[src/rtl/alu_pkg.sv]
// Shared definitions for the ALU result-select stage: select codes, flag bundle
// layout and the width of the stored {data, z, n, sel} word.
package alu_pkg;

  localparam int ALU_SEL_W = 2;

  localparam logic [ALU_SEL_W-1:0] CTRL_COMPARE  = 2'd0;
  localparam logic [ALU_SEL_W-1:0] CTRL_ANDORNOT = 2'd1;
  localparam logic [ALU_SEL_W-1:0] CTRL_ADDSUB   = 2'd2;

  typedef struct packed {
    logic z;
    logic n;
    logic sel;
  } alu_flags_t;

  localparam int FLAG_W = $bits(alu_flags_t);

  function automatic int bundle_w(input int width);
    return width + FLAG_W;
  endfunction

endpackage

[src/rtl/alu_skid_buf.sv]
// Two-entry valid/ready buffer: a main register driving the outputs plus one skid
// entry, so in_ready is a plain register with no path from out_ready.
module alu_skid_buf #(
  parameter int DW = 11
) (
  input  logic          clk,
  input  logic          rst,
  input  logic [DW-1:0] in_data,
  input  logic          in_valid,
  output logic          in_ready,
  output logic [DW-1:0] out_data,
  output logic          out_valid,
  input  logic          out_ready
);

  logic [DW-1:0] r_main_data;
  logic          r_main_valid;
  logic [DW-1:0] r_skid_data;
  logic          r_skid_valid;
  logic          w_accept;

  assign in_ready  = ~r_skid_valid;
  assign w_accept  = in_valid & ~r_skid_valid;
  assign out_data  = r_main_data;
  assign out_valid = r_main_valid;

  always_ff @(posedge clk) begin
    if (rst) begin
      r_main_data  <= '0;
      r_main_valid <= 1'b0;
      r_skid_data  <= '0;
      r_skid_valid <= 1'b0;
    end else if (r_skid_valid) begin
      // Both entries full: no accept possible, only the skid->main refill.
      if (out_ready) begin
        r_main_data  <= r_skid_data;
        r_skid_valid <= 1'b0;
      end
    end else if (w_accept) begin
      if (!r_main_valid || out_ready) begin
        r_main_data  <= in_data;
        r_main_valid <= 1'b1;
      end else begin
        r_skid_data  <= in_data;
        r_skid_valid <= 1'b1;
      end
    end else if (out_ready) begin
      r_main_valid <= 1'b0;
    end
  end

endmodule

[src/rtl/alu_result_sel.sv]
// ALU output-stage result selector: picks one unit result by ctrl, derives the
// z/n/illegal-select flags, counts illegal selects and hands off via a skid buffer.
module alu_result_sel
  import alu_pkg::*;
#(
  parameter int WIDTH   = 8,
  parameter int NUM_SRC = 3,
  parameter int SEL_W   = 2,
  parameter int ERR_W   = 8
) (
  input  logic                     clk,
  input  logic                     rst,
  input  logic [NUM_SRC*WIDTH-1:0] src_data,
  input  logic [SEL_W-1:0]         ctrl,
  input  logic                     in_valid,
  output logic                     in_ready,
  output logic [WIDTH-1:0]         s,
  output logic                     flag_z,
  output logic                     flag_n,
  output logic                     flag_sel,
  output logic                     out_valid,
  input  logic                     out_ready,
  output logic [ERR_W-1:0]         err_cnt
);

  localparam int BW = bundle_w(WIDTH);

  logic [WIDTH-1:0] w_src [NUM_SRC];
  logic [WIDTH-1:0] w_sel_data;
  logic             w_legal;
  alu_flags_t       w_flags;
  logic [BW-1:0]    w_in_bundle;
  logic [BW-1:0]    w_out_bundle;
  logic [ERR_W-1:0] r_err_cnt;

  genvar gi;
  generate
    for (gi = 0; gi < NUM_SRC; gi++) begin : g_src
      assign w_src[gi] = src_data[gi*WIDTH +: WIDTH];
    end
  endgenerate

  assign w_legal = ({1'b0, ctrl} < (SEL_W+1)'(NUM_SRC));

  always_comb begin
    w_sel_data = '0;
    for (int i = 0; i < NUM_SRC; i++) begin
      if (w_legal && ctrl == SEL_W'(i)) begin
        w_sel_data = w_src[i];
      end
    end
  end

  always_comb begin
    w_flags     = '0;
    w_flags.z   = (w_sel_data == '0);
    w_flags.n   = w_sel_data[WIDTH-1];
    w_flags.sel = ~w_legal;
  end

  assign w_in_bundle = {w_sel_data, w_flags};

  alu_skid_buf #(
    .DW(BW)
  ) u_skid (
    .clk       (clk),
    .rst       (rst),
    .in_data   (w_in_bundle),
    .in_valid  (in_valid),
    .in_ready  (in_ready),
    .out_data  (w_out_bundle),
    .out_valid (out_valid),
    .out_ready (out_ready)
  );

  assign {s, flag_z, flag_n, flag_sel} = w_out_bundle;

  // Only accepted words count; the counter sticks at all-ones.
  always_ff @(posedge clk) begin
    if (rst) begin
      r_err_cnt <= '0;
    end else if (in_valid && in_ready && !w_legal && r_err_cnt != '1) begin
      r_err_cnt <= r_err_cnt + 1'b1;
    end
  end

  assign err_cnt = r_err_cnt;

endmodule
[config.mk]
export PLATFORM = sky130hd
export DESIGN_NAME = alu_result_sel
export DESIGN_NICKNAME = d
export VERILOG_FILES = /design/src/rtl/alu_pkg.sv /design/src/rtl/alu_skid_buf.sv /design/src/rtl/alu_result_sel.sv
export SDC_FILE = /design/constraint.sdc
export NUM_CORES = 1
export LEC_CHECK = 0
export ABC_AREA = 0
export BUFFER_PORTS_ARGS = -buffer_cell sky130_fd_sc_hd__buf_4
export CAP_MARGIN = 20
export CELL_PAD_IN_SITES_DETAIL_PLACEMENT = 1
export CELL_PAD_IN_SITES_GLOBAL_PLACEMENT = 1
export CORE_ASPECT_RATIO = 0.8
export CORE_MARGIN = 3
export CORE_UTILIZATION = 33
export DETAILED_ROUTE_END_ITERATION = 10
export HOLD_SLACK_MARGIN = 0.15
export MAX_ROUTING_LAYER = met4
export PLACE_DENSITY = 0.74
export SKIP_LAST_GASP = 1
export SLEW_MARGIN = 25
export SYNTH_ARGS = -nofsm -noshare
export SYNTH_HDL_FRONTEND = slang
export SYNTH_HIERARCHICAL = 1
export SYNTH_SLANG_ARGS = --single-unit
[constraint.sdc]
create_clock -name clk -period 1.8 [get_ports clk]
set_clock_uncertainty 0.15 [all_clocks]
set_input_delay 0.09 -clock clk [delete_from_list [all_inputs] [get_ports clk]]
set_output_delay 0.09 -clock clk [all_outputs]
set_load 0.02 [all_outputs]
# Word level (Yosys, flattened, before mapping)
# Index checks and enable logic that the tools add are counted.
[op_classes] addsub=1 magnitude_cmp=1 eq_ne=5 muxes=14 bitwise_logic=4 n_reduce_logical=17
[ops] operator="$mux 11" count=4
[ops] operator="$mux 8" count=3
[ops] operator="$reduce_and 3->1" count=3
[ops] operator="$add 8x1->8 const B" count=1
[ops] operator="$logic_not 8->1" count=1
[ops] operator="$ne 8x8->1 const B" count=1
[ops] operator="$mux 1" count=7
[ops] operator="$logic_and 1x1->1" count=6
[ops] operator="$reduce_bool 2->1" count=3
[ops] operator="$ne 2x2->1 const B" count=2
[ops] operator="$not 1->1" count=3
[ops] operator="$eq 2x1->1 const B" count=1
[ops] operator="$eq 2x2->1 const B" count=1
[ops] operator="$logic_not 1->1" count=2
[ops] operator="$logic_not 2->1" count=1
[ops] operator="$lt 2x2->1 const B" count=1
[ops] operator="$and 1x1->1" count=1
[ops] operator="$logic_or 1x1->1" count=1
[totals] register_bits=32 in_bits=30 output_inout_bits=21 wordCells=47

# Longest topological paths before layout
# Gate-level depths: netlist (run 1).
[depth] word_depth=9 depth_mapped=7

# Hierarchy
# The synthesis (run 1) kept the hierarchy.
[by_module_without_submodules] mod="alu_skid_buf" n_inst=1 cells_each=111 area_each_um2=997.2
[by_module_without_submodules] mod="alu_result_sel" n_inst=1 cells_each=75 area_each_um2=623.1

# Worst setup path before layout (run 1)
# OpenSTA, ideal clock, no wires.
[synth_path] kind="flip-flop to flip-flop" startpoint="reg u_skid.r_skid_valid" endpoint="reg r_err_cnt[7] (netlist: err_cnt[7])" setup_ns=0.070 t_arrival_ns=1.737 slack_ns=-0.157 path_stages_with_launch=8 path_buffers=2 synth_period_minus_slack_ns=1.957 cell_sequence="dfxtp_1 > buf_6 > buf_2 > inv_1 > and4_4 > o21ai_4 > or4_1 > a21oi_1"
[synth_via] elab_chain_len=4
[synth_rtl] element="start: declaration" line="alu_skid_buf.sv:19" rtl="logic r_skid_valid;"
[synth_rtl] element="start signal: assignment" line="alu_skid_buf.sv:32" rtl="r_skid_valid <= 1'b0;"
[synth_rtl] element="start signal: assignment" line="alu_skid_buf.sv:37" rtl="r_skid_valid <= 1'b0;"
[synth_rtl] element="start signal: assignment" line="alu_skid_buf.sv:45" rtl="r_skid_valid <= 1'b1;"
[synth_rtl] element="$not 1->1 (no source line)"
[synth_rtl] element="net in_ready" line="alu_result_sel.sv:16" rtl="output logic in_ready,"
[synth_rtl] element="$logic_and 1x1->1 (3 in a row)" line="alu_result_sel.sv:82" rtl="end else if (in_valid && in_ready && !w_legal && r_err_cnt != '1) begin"
[synth_rtl] element="end signal: assignment" line="alu_result_sel.sv:83" rtl="r_err_cnt <= r_err_cnt + 1'b1;"
[synth_rtl] element="end: declaration" line="alu_result_sel.sv:34" rtl="logic [ERR_W-1:0] r_err_cnt;"
# The timed path passes the listed nets, and every way through them passes these cells.
# A chain may end at the register's enable or synchronous reset.

# Worst setup path after layout (run 1)
[layout_path] startpoint="reg u_skid.r_skid_valid" endpoint="reg u_skid.r_main_valid (netlist: u_skid/out_valid)"
[layout_via] elab_chain_len=4 word_cells_on_any_way=6 classes_between="eq/ne (1); mux (1); bitwise (2); reduce/logical (2)"
[layout_rtl] element="$not 1->1 (no source line) (*)"
[layout_rtl] element="$and 1x1->1" line="alu_skid_buf.sv:23" rtl="assign w_accept = in_valid & ~r_skid_valid;"
[layout_rtl] element="$ne 2x2->1 (no source line) / $reduce_bool 2->1 (equally long branches)"
[layout_rtl] element="$reduce_and 3->1 (no source line)"
[layout_rtl] element="end signal: assignment" line="alu_skid_buf.sv:30" rtl="r_main_valid <= 1'b0;"
[layout_rtl] element="end signal: assignment" line="alu_skid_buf.sv:42" rtl="r_main_valid <= 1'b1;"
[layout_rtl] element="end signal: assignment" line="alu_skid_buf.sv:48" rtl="r_main_valid <= 1'b0;"
[layout_rtl] element="end: declaration" line="alu_skid_buf.sv:17" rtl="logic r_main_valid;"
# Every way passes the cells marked *; elsewhere a longest branch is shown, timed or not.

==> flow_metrics.tcl, run 1 <==
set metrics [dict create \
    pre_cts_slack_ns -0.007955 \
    worst_pin_slew_ns 0.4751 \
    layout.cells.non_filler 322 \
    maxSlewHeadroom_pct 68.33 \
    p_int_mw 1.226 \
    fp.dieW_um 84.34 \
    leakagePower_nw 0.9754 \
    synth_edf_count 0 \
    setup_ws_ns 0.08196 \
    rrSetupSlack_ns 0.08 \
    vias_per_cell 5.093 \
    synth_cell_type_count 36 \
    synth_compound_area_share_pct 21.62 \
    drc 0 \
    synth_area_leaders "dfxtp_1, mux2i_1, a21oi_1" \
    maxCapViolCount 0 \
    clk_pin_slew_ns 0.07 \
    cts_buffer_depth 2 \
    grt_start_max_net_pins 33 \
    syn_inst 186 \
    final_cell_mix "buf_4, dfxtp_1, nand2_1, a21oi_1, mux2i_1" \
    min_period_ns 1.718 \
    cp.required_ns 1.87 \
    critPathCaptureType "flip-flop" \
    synth-seq-cells 32 \
    fin_crit_sh_pct 95.45 \
    ys.warnings.count 6 \
    rsz0062_at_grt "false" \
    syn_avg_cell_area_um2 8.711 \
    min_path_type "input port to flip-flop" \
    place.gp.congestion 0.7703 \
    cts-buffers-inserted 5 \
    dr.pass1.iters 6 \
    combPwrFrac_pct 20.5 \
    cp.arrival_ns 1.79 \
    num_vias 1640 \
    final_layout_size_suffix_gt1_share_pct 32.44 \
    initial_utilization_pct 34.83 \
    coreArea_um2 4652 \
    synth_top_family_by_area "compound AO/OA/AOI/OAI gates" \
    yosysTopAreaCell "dfxtp_1" \
    wl_per_cell_um 15.27 \
    dp.cells 299 \
    ys.flop_type "dfxtp_1" \
    synthSimpleGateAreaFrac_pct 17.45 \
    grt_pass1_vias 1633 \
    timing.fmax_mhz 582.1 \
    grt_pass1_wl_um 7783 \
    layout_commonest_cell "buf_4" \
    clk_latency_ns 0.28 \
    p_sw_mw 0.4521 \
    ir_worst_vdd_mv 0.3583 \
    synthMuxAreaShare_pct 12.97 \
    hold_viol 0 \
    dr.first_iter.drc_count 63 \
    grt_usage_pct 17.70 \
    place_area_um2 2117 \
    rows 22 \
    regArea_um2 640.6 \
    antennaDiodeCount 0 \
    fill_cells 565 \
    ys_seq_area_share_pct 39.54 \
    h-tree-depth 2 \
    slew_viol_final 0 \
    synth_top_area_share_pct 39.54 \
    pwr-share-clk_pct 34.3 \
    routed_wirelength_um 4916 \
    syn-cell-area_um2 1620 \
    critPathMaxFanout 7 \
    start_kind "flip-flop" \
    nNetsFinal 292 \
    cts_tree "done" \
    p_sw_share_pct 26.95 \
    clockRootBuffer "clkbuf_8" \
    globalRoute.totalOverflow 0 \
    synth_adder_area_share_pct 0.7722 \
    crit_type "flip-flop to flip-flop" \
    io_pins 51 \
    cts_sinks 32 \
    die_h_um 68.68 \
    setup_violations 0 \
    hpwl_um 3395 \
    area_delta_synth_final_pct 46.18 \
    power_density_nw_per_um2 708.3 \
    fin_util_pct 50.91 \
    status "completed" \
    antenna_found_initial 0 \
    stdcell_area_um2 2369 \
    ant_nets 0 \
    port_buffers 50 \
    syn_nets 217 \
    ys_async_sr_fraction_pct 0 \
    die_area_um2 5792 \
    p_total_mw 1.678 \
    multi_input_area_um2 897.1 \
    synth_xor_area_share_pct 1.081 \
    seq_power_share_pct 45.1 \
]
-- power by group through the flow --
stage               clock [mW]  sequential [mW]  combinational [mW]
floorplan                    0            0.800               0.145
global placement             0            0.772               0.312
detailed placement           0            0.774               0.317
CTS                      0.590            0.758               0.339
global route             0.626            0.761               0.375
finish                   0.576            0.757               0.345
-- sequential cells by signal (all words and copies together), names as in the netlist --
signal               flops
u_skid/out_valid         1
u_skid/r_skid_data      11
u_skid/r_skid_valid      1
u_skid/out_data         11
err_cnt                  8
-- Yosys cell counts, drive strengths merged, types with 3 or more instances --
cell,n
a21oi,28
inv,8
nor2,4
buf,8
a211oi,11
mux2i,21
dfxtp,32
nand4,3
clkbuf,5
nand2,28
a2bb2oi,5
o21ai,7
-- layout make-up --
type                            instances  area share [%]
Inverter                                8           1.373
Sequential cell                        32           27.05
Clock buffer                            8           3.803
Timing Repair Buffer                   80           26.73
Tap cell                               60           3.170
Multi-Input combinational cell        134           37.88
-- per-layer routing --
| layer | vias up | track usage, % | part of all wire, % |
|---|---|---|---|
| li1 | 824 | - | - |
| met1 | 784 | 22.46 | 48 |
| met2 | 28 | 28.64 | 47 |
| met3 | 4 | 4.038 | 3.5 |
| met4 | 0 | 5.336 | 0.85 |
| met5 | - | - | 0 |
-- critical path, cell delays in order, from the launching register on --
cell	delay [ns]
dfxtp_1	0.49
buf_4	0.23
o21ai_0	0.10
a21oi_1	0.13
dlygate4sd3_1	0.56
-- kinds of logic after synthesis --
group                      count (synthesis)
xor gates and xnor gates                   2
buffers and inverters                     21
and+or+nand+nor                           53
adders and majority gates                  1
AOI/OAI and AO/OA                         56
muxes                                     21
DFF                                       32
-- repair_timing --
action / in CTS / in global routing
endpoints found under the setup margin: 0 / 2
endpoints found under the hold margin: 32 / 0
gates resized for setup: 0 / 3
hold buffers: 13 / 0
setup buffers: 0 / 1
-- final timing paths --
kind                                               to             startpoint  depth (start not counted)
worst max register to register       u_skid/out_valid    u_skid/r_skid_valid                          4
worst max-delay path                 u_skid/out_valid    u_skid/r_skid_valid                          4
worst min register to register  u_skid/r_skid_data[9]  u_skid/r_skid_data[9]                          2
worst min-delay path            u_skid/r_skid_data[3]            src_data[0]                          6
-- metrics by stage --
| stage | TNS [ns] | hold slack, ns |
|---|---|---|
| 2_1_floorplan | 0 | 0.01276 |
| 3_3_place_gp | 0 | 0.1453 |
| 3_5_place_dp | -0.007955 | 0.1578 |
| 4_1_cts | 0 | 0.1733 |
| 5_1_grt | 0 | 0.2484 |
| 6_report | 0 | 0.1950 |
Note: power is estimated with default switching activity, not from simulation.
==> run 2, diff against run 1 <==
--- a/config.mk
+++ b/config.mk
@@ -17,6 +17,7 @@
 export HOLD_SLACK_MARGIN = 0.15
 export MAX_ROUTING_LAYER = met4
 export PLACE_DENSITY = 0.74
+export REMOVE_ABC_BUFFERS = 1
 export SKIP_LAST_GASP = 1
 export SLEW_MARGIN = 25
 export SYNTH_ARGS = -nofsm -noshare
==> flow_metrics.tcl, run 2 (synthesis results as in run 1) <==
set metrics [dict create \
    status "completed" \
    crit_type "flip-flop to flip-flop" \
    clk_latency_ns 0.29 \
    dr.pass1.iters 4 \
    p_total_mw 1.779 \
    reg2reg_depth 5 \
    final_layout_size_suffix_gt1_share_pct 31.50 \
    layout.cells.non_filler 314 \
    port_buffers 50 \
    cp-startpoint "err_cnt[0]" \
    pre_cts_slack_ns -0.1063 \
    rows 22 \
    initial_utilization_pct 34.83 \
    reg2reg_from "err_cnt[0]" \
    h-tree-depth 2 \
    coreArea_um2 4652 \
    maxCapViolCount 0 \
    slew_viol_final 0 \
    cts-buffers-inserted 5 \
    ant_nets 0 \
    num_vias 1578 \
    hpwl_um 3293 \
    globalRoute.totalOverflow 0 \
    cts_buffer_depth 2 \
    final_cell_mix "buf_4, dfxtp_1, nand2_1, a21oi_1, mux2i_1" \
    cts_sinks 32 \
    dp.cells 294 \
    die_area_um2 5792 \
    fin_crit_sh_pct 95.89 \
    cts_tree "done" \
    vias_per_cell 5.025 \
    critPathMaxFanout 5 \
    antenna_found_initial 0 \
    leakagePower_nw 0.9479 \
    die_h_um 68.68 \
    grt_usage_pct 17.37 \
    fill_cells 570 \
    critPathCaptureType "flip-flop" \
    clk_pin_slew_ns 0.07 \
    worst_pin_slew_ns 0.5759 \
    timing.fmax_mhz 579.4 \
    fp.dieW_um 84.34 \
    start_kind "flip-flop" \
    ir_worst_vdd_mv 0.3475 \
    min_period_ns 1.726 \
    r2r_end "err_cnt[7]" \
    clockRootBuffer "clkbuf_8" \
    nNetsFinal 284 \
    maxSlewHeadroom_pct 61.20 \
    rsz0062_at_grt "true" \
    stdcell_area_um2 2323 \
    antennaDiodeCount 0 \
    place.gp.congestion 0.7001 \
    cp.arrival_ns 1.79 \
    hold_viol 0 \
    layout_commonest_cell "buf_4" \
    setup_violations 0 \
    place_area_um2 2077 \
    routed_wirelength_um 4846 \
    grt_pass1_wl_um 7707 \
    io_pins 51 \
    rrSetupSlack_ns 0.07 \
    wl_per_cell_um 15.43 \
    min_path_type "input port to flip-flop" \
    cp.required_ns 1.87 \
    crit_end "err_cnt[7]" \
    fin_util_pct 49.95 \
    power_density_nw_per_um2 765.8 \
    grt_start_max_net_pins 33 \
    dr.first_iter.drc_count 102 \
    setup_ws_ns 0.07393 \
    grt_pass1_vias 1539 \
    drc 0 \
    area_delta_synth_final_pct 43.40 \
]
[run 2: cell types whose count changed in the layout (fill, tap and decap cells not counted), sizes merged]
cell,before,now
clkinv,0,1
dlygate4sd3,13,11
buf,67,61
bufinv,0,1
clkbuf,8,6
[run 2: per-layer routing]
| metal | GRT usage, % | routed length, µm | up-vias |
|---|---|---|---|
| met3 | 2.969 | 174 | 6 |
| li1 | - | - | 803 |
| met5 | - | 0 | - |
| met1 | 22.61 | 2372 | 729 |
| met2 | 27.46 | 2208 | 40 |
| met4 | 6.522 | 91 | 0 |
[run 2: what timing repair did]
item                       CTS  global route
hold buffers                11             0
buffers inserted             0             0
setup endpoints to repair    0             4
hold endpoints to repair    32             0
resized for setup            0             5
[run 2: worst min path at each step]
stage               cells past startpoint         start               endpoint
floorplan                               1           rst             err_cnt[2]
global placement                        2     out_ready    u_skid/r_skid_valid
detailed placement                      2     out_ready    u_skid/r_skid_valid
CTS                                     6  src_data[17]  u_skid/r_skid_data[2]
global route                            6  src_data[23]  u_skid/r_skid_data[2]
finish                                  6  src_data[23]  u_skid/r_skid_data[2]
[run 2: metrics by stage]
step	hold WS (ns)	setup TNS [ns]
floorplan	0.009066	-0.3143
global placement	0.1423	0
detailed placement	0.1489	-0.1063
CTS	0.1274	0
global route	0.1907	0
finish	0.1609	0
[run 2: final cells by class]
class | instances | area [µm²] | area share [%]
repair buffers | 72 | 568.0 | 24.45
clock inverters | 2 | 35.03 | 1.508
inverters | 8 | 30.03 | 1.292
multi-input cells | 134 | 899.6 | 38.72
well taps | 60 | 75.07 | 3.231
flip-flops and latches | 32 | 643.1 | 27.68
clock buffers | 6 | 72.57 | 3.123
[run 2: report_power, final]
| part | switching, mW | leakage, nW | internal, mW |
|---|---|---|---|
| Sequential | 0.0179 | 0.262 | 0.739 |
| Combinational | 0.170 | 0.631 | 0.170 |
| Clock | 0.272 | 0.0552 | 0.411 |
| Total | 0.460 | 0.948 | 1.32 |
[run 2: critical path, stage by stage, from the launching register on]
cell	delay, ns
dfxtp_2	0.34
ha_2	0.21
nand4_1	0.19
o21ai_2	0.13
or4_1	0.48
a21oi_1	0.16
==> run 3, diff against run 2 <==
==> constraint.sdc (replaced) <==
create_clock -name clk -period 1.8 [get_ports clk]
set_clock_uncertainty 0.15 [all_clocks]
set_input_delay 0.18 -clock clk [delete_from_list [all_inputs] [get_ports clk]]
set_output_delay 0.18 -clock clk [all_outputs]
set_load 0.02 [all_outputs]
==> flow_metrics.tcl, run 3 (synthesis results as in run 1) <==
set metrics [dict create \
    status "completed" \
    timing.fmax_mhz 566.1 \
    routed_wirelength_um 4608 \
    final_cell_mix "buf_4, dfxtp_1, nand2_1, a21oi_1, mux2i_1" \
    hpwl_um 3237 \
    cts_sinks 32 \
    pre_cts_slack_ns -0.2244 \
    rows 22 \
    critPathMaxFanout 6 \
    start_kind "input port" \
    setup_ws_ns 0.03366 \
    num_vias 1572 \
    wl_per_cell_um 14.82 \
    globalRoute.totalOverflow 0 \
    dr.pass1.iters 2 \
    crit_type "input port to flip-flop" \
    setup_violations 0 \
    die_area_um2 5792 \
    stdcell_area_um2 2295 \
    power_density_nw_per_um2 770.8 \
    clk_latency_ns 0.28 \
    cts_buffer_depth 2 \
    maxSlewHeadroom_pct 74.94 \
    min_path_type "input port to flip-flop" \
    place_area_um2 2100 \
    place.gp.congestion 0.7025 \
    area_delta_synth_final_pct 41.62 \
    grt_pass1_vias 1548 \
    ant_nets 0 \
    cts_tree "done" \
    cts-buffers-inserted 5 \
    whs_ns 0.1950 \
    layout_commonest_cell "buf_4" \
    port_buffers 50 \
    hold_viol 0 \
    initial_utilization_pct 34.83 \
    critPathCaptureType "flip-flop" \
    coreArea_um2 4652 \
    drc 0 \
    nNetsFinal 281 \
    min_period_ns 1.766 \
    leakagePower_nw 0.9377 \
    fin_crit_sh_pct 98.13 \
    slew_viol_final 0 \
    clockRootBuffer "clkbuf_8" \
    antennaDiodeCount 0 \
    p_total_mw 1.769 \
    cp.arrival_ns 1.83 \
    dr.first_iter.drc_count 75 \
    clk_pin_slew_ns 0.07 \
    maxCapViolCount 0 \
    die_h_um 68.68 \
    vias_per_cell 5.055 \
    antenna_found_initial 0 \
    cts_setup_buffers 0 \
    worst_pin_slew_ns 0.3719 \
    grt_usage_pct 16.34 \
    io_pins 51 \
    grt_pass1_wl_um 7348 \
    cp.required_ns 1.86 \
    tns_ns 0 \
    fp.dieW_um 84.34 \
    final_layout_size_suffix_gt1_share_pct 34.26 \
    grt_start_max_net_pins 33 \
    h-tree-depth 2 \
    ir_worst_vdd_mv 0.4549 \
]
==> run 3: changes by cell type in the layout (fill, tap and decap cells not counted), moves of 3 or more <==
| cell | change |
|---|---|
| dlygate4sd3_1 | -6 |
| a2bb2oi_1 | -3 |
| a2bb2oi_2 | +3 |
| buf_4 | +3 |
==> run 3: final cells by class <==
class,count,area [µm²]
clock buffer,6,72.57
clock inverter,2,35.03
fill,568,2357
inverter,8,30.03
multi-input combinational,134,909.6
sequential,32,641.9
tap,60,75.07
timing repair buffer,69,530.5
==> run 3: what timing repair did <==
action	CTS	global route
endpoints found under the hold margin	11	0
gates resized for setup	0	7
endpoints found under the setup margin	0	10
hold buffers	5	0
==> run 3: per-stage QoR <==
stage | util, % | instances
2_1_floorplan | - | 173
3_3_place_gp | 45.13 | 297
3_5_place_dp | 45.13 | 297
4_1_cts | 48.52 | 310
5_1_grt | 49.33 | 311
6_report | 49.33 | 311
==> run 3: power breakdown <==
part	switching [mW]	total [mW]	internal, mW
sequential	0.0181	0.757	0.738
combinational	0.169	0.339	0.170
clock	0.263	0.673	0.411
==> run 3: layer usage <==
metal  up-vias  share of wire [%]  track usage [%]
li1        800                  -                -
met4         0                1.2            4.743
met5         -                  0                -
met3         7                3.8            3.444
met2        32                 44            26.97
met1       733                 51            20.59
==> run 3: worst paths after layout <==
path                                       startpoint                    end  slack, ns  depth (start not counted)
worst max-delay path                         in_valid             err_cnt[7]       0.03                          6
worst min-delay path                     src_data[23]  u_skid/r_skid_data[2]       0.20                          6
worst max register to register             err_cnt[0]             err_cnt[7]       0.10                          5
worst min register to register  u_skid/r_skid_data[2]  u_skid/r_skid_data[2]       0.31                          2
==> run 3: critical path, cell delays in order <==
cell and delay, ns:
dlygate4sd3_1 0.54, buf_4 0.14, and4_4 0.26, o21ai_2 0.09, or4_1 0.48, a21oi_1 0.13
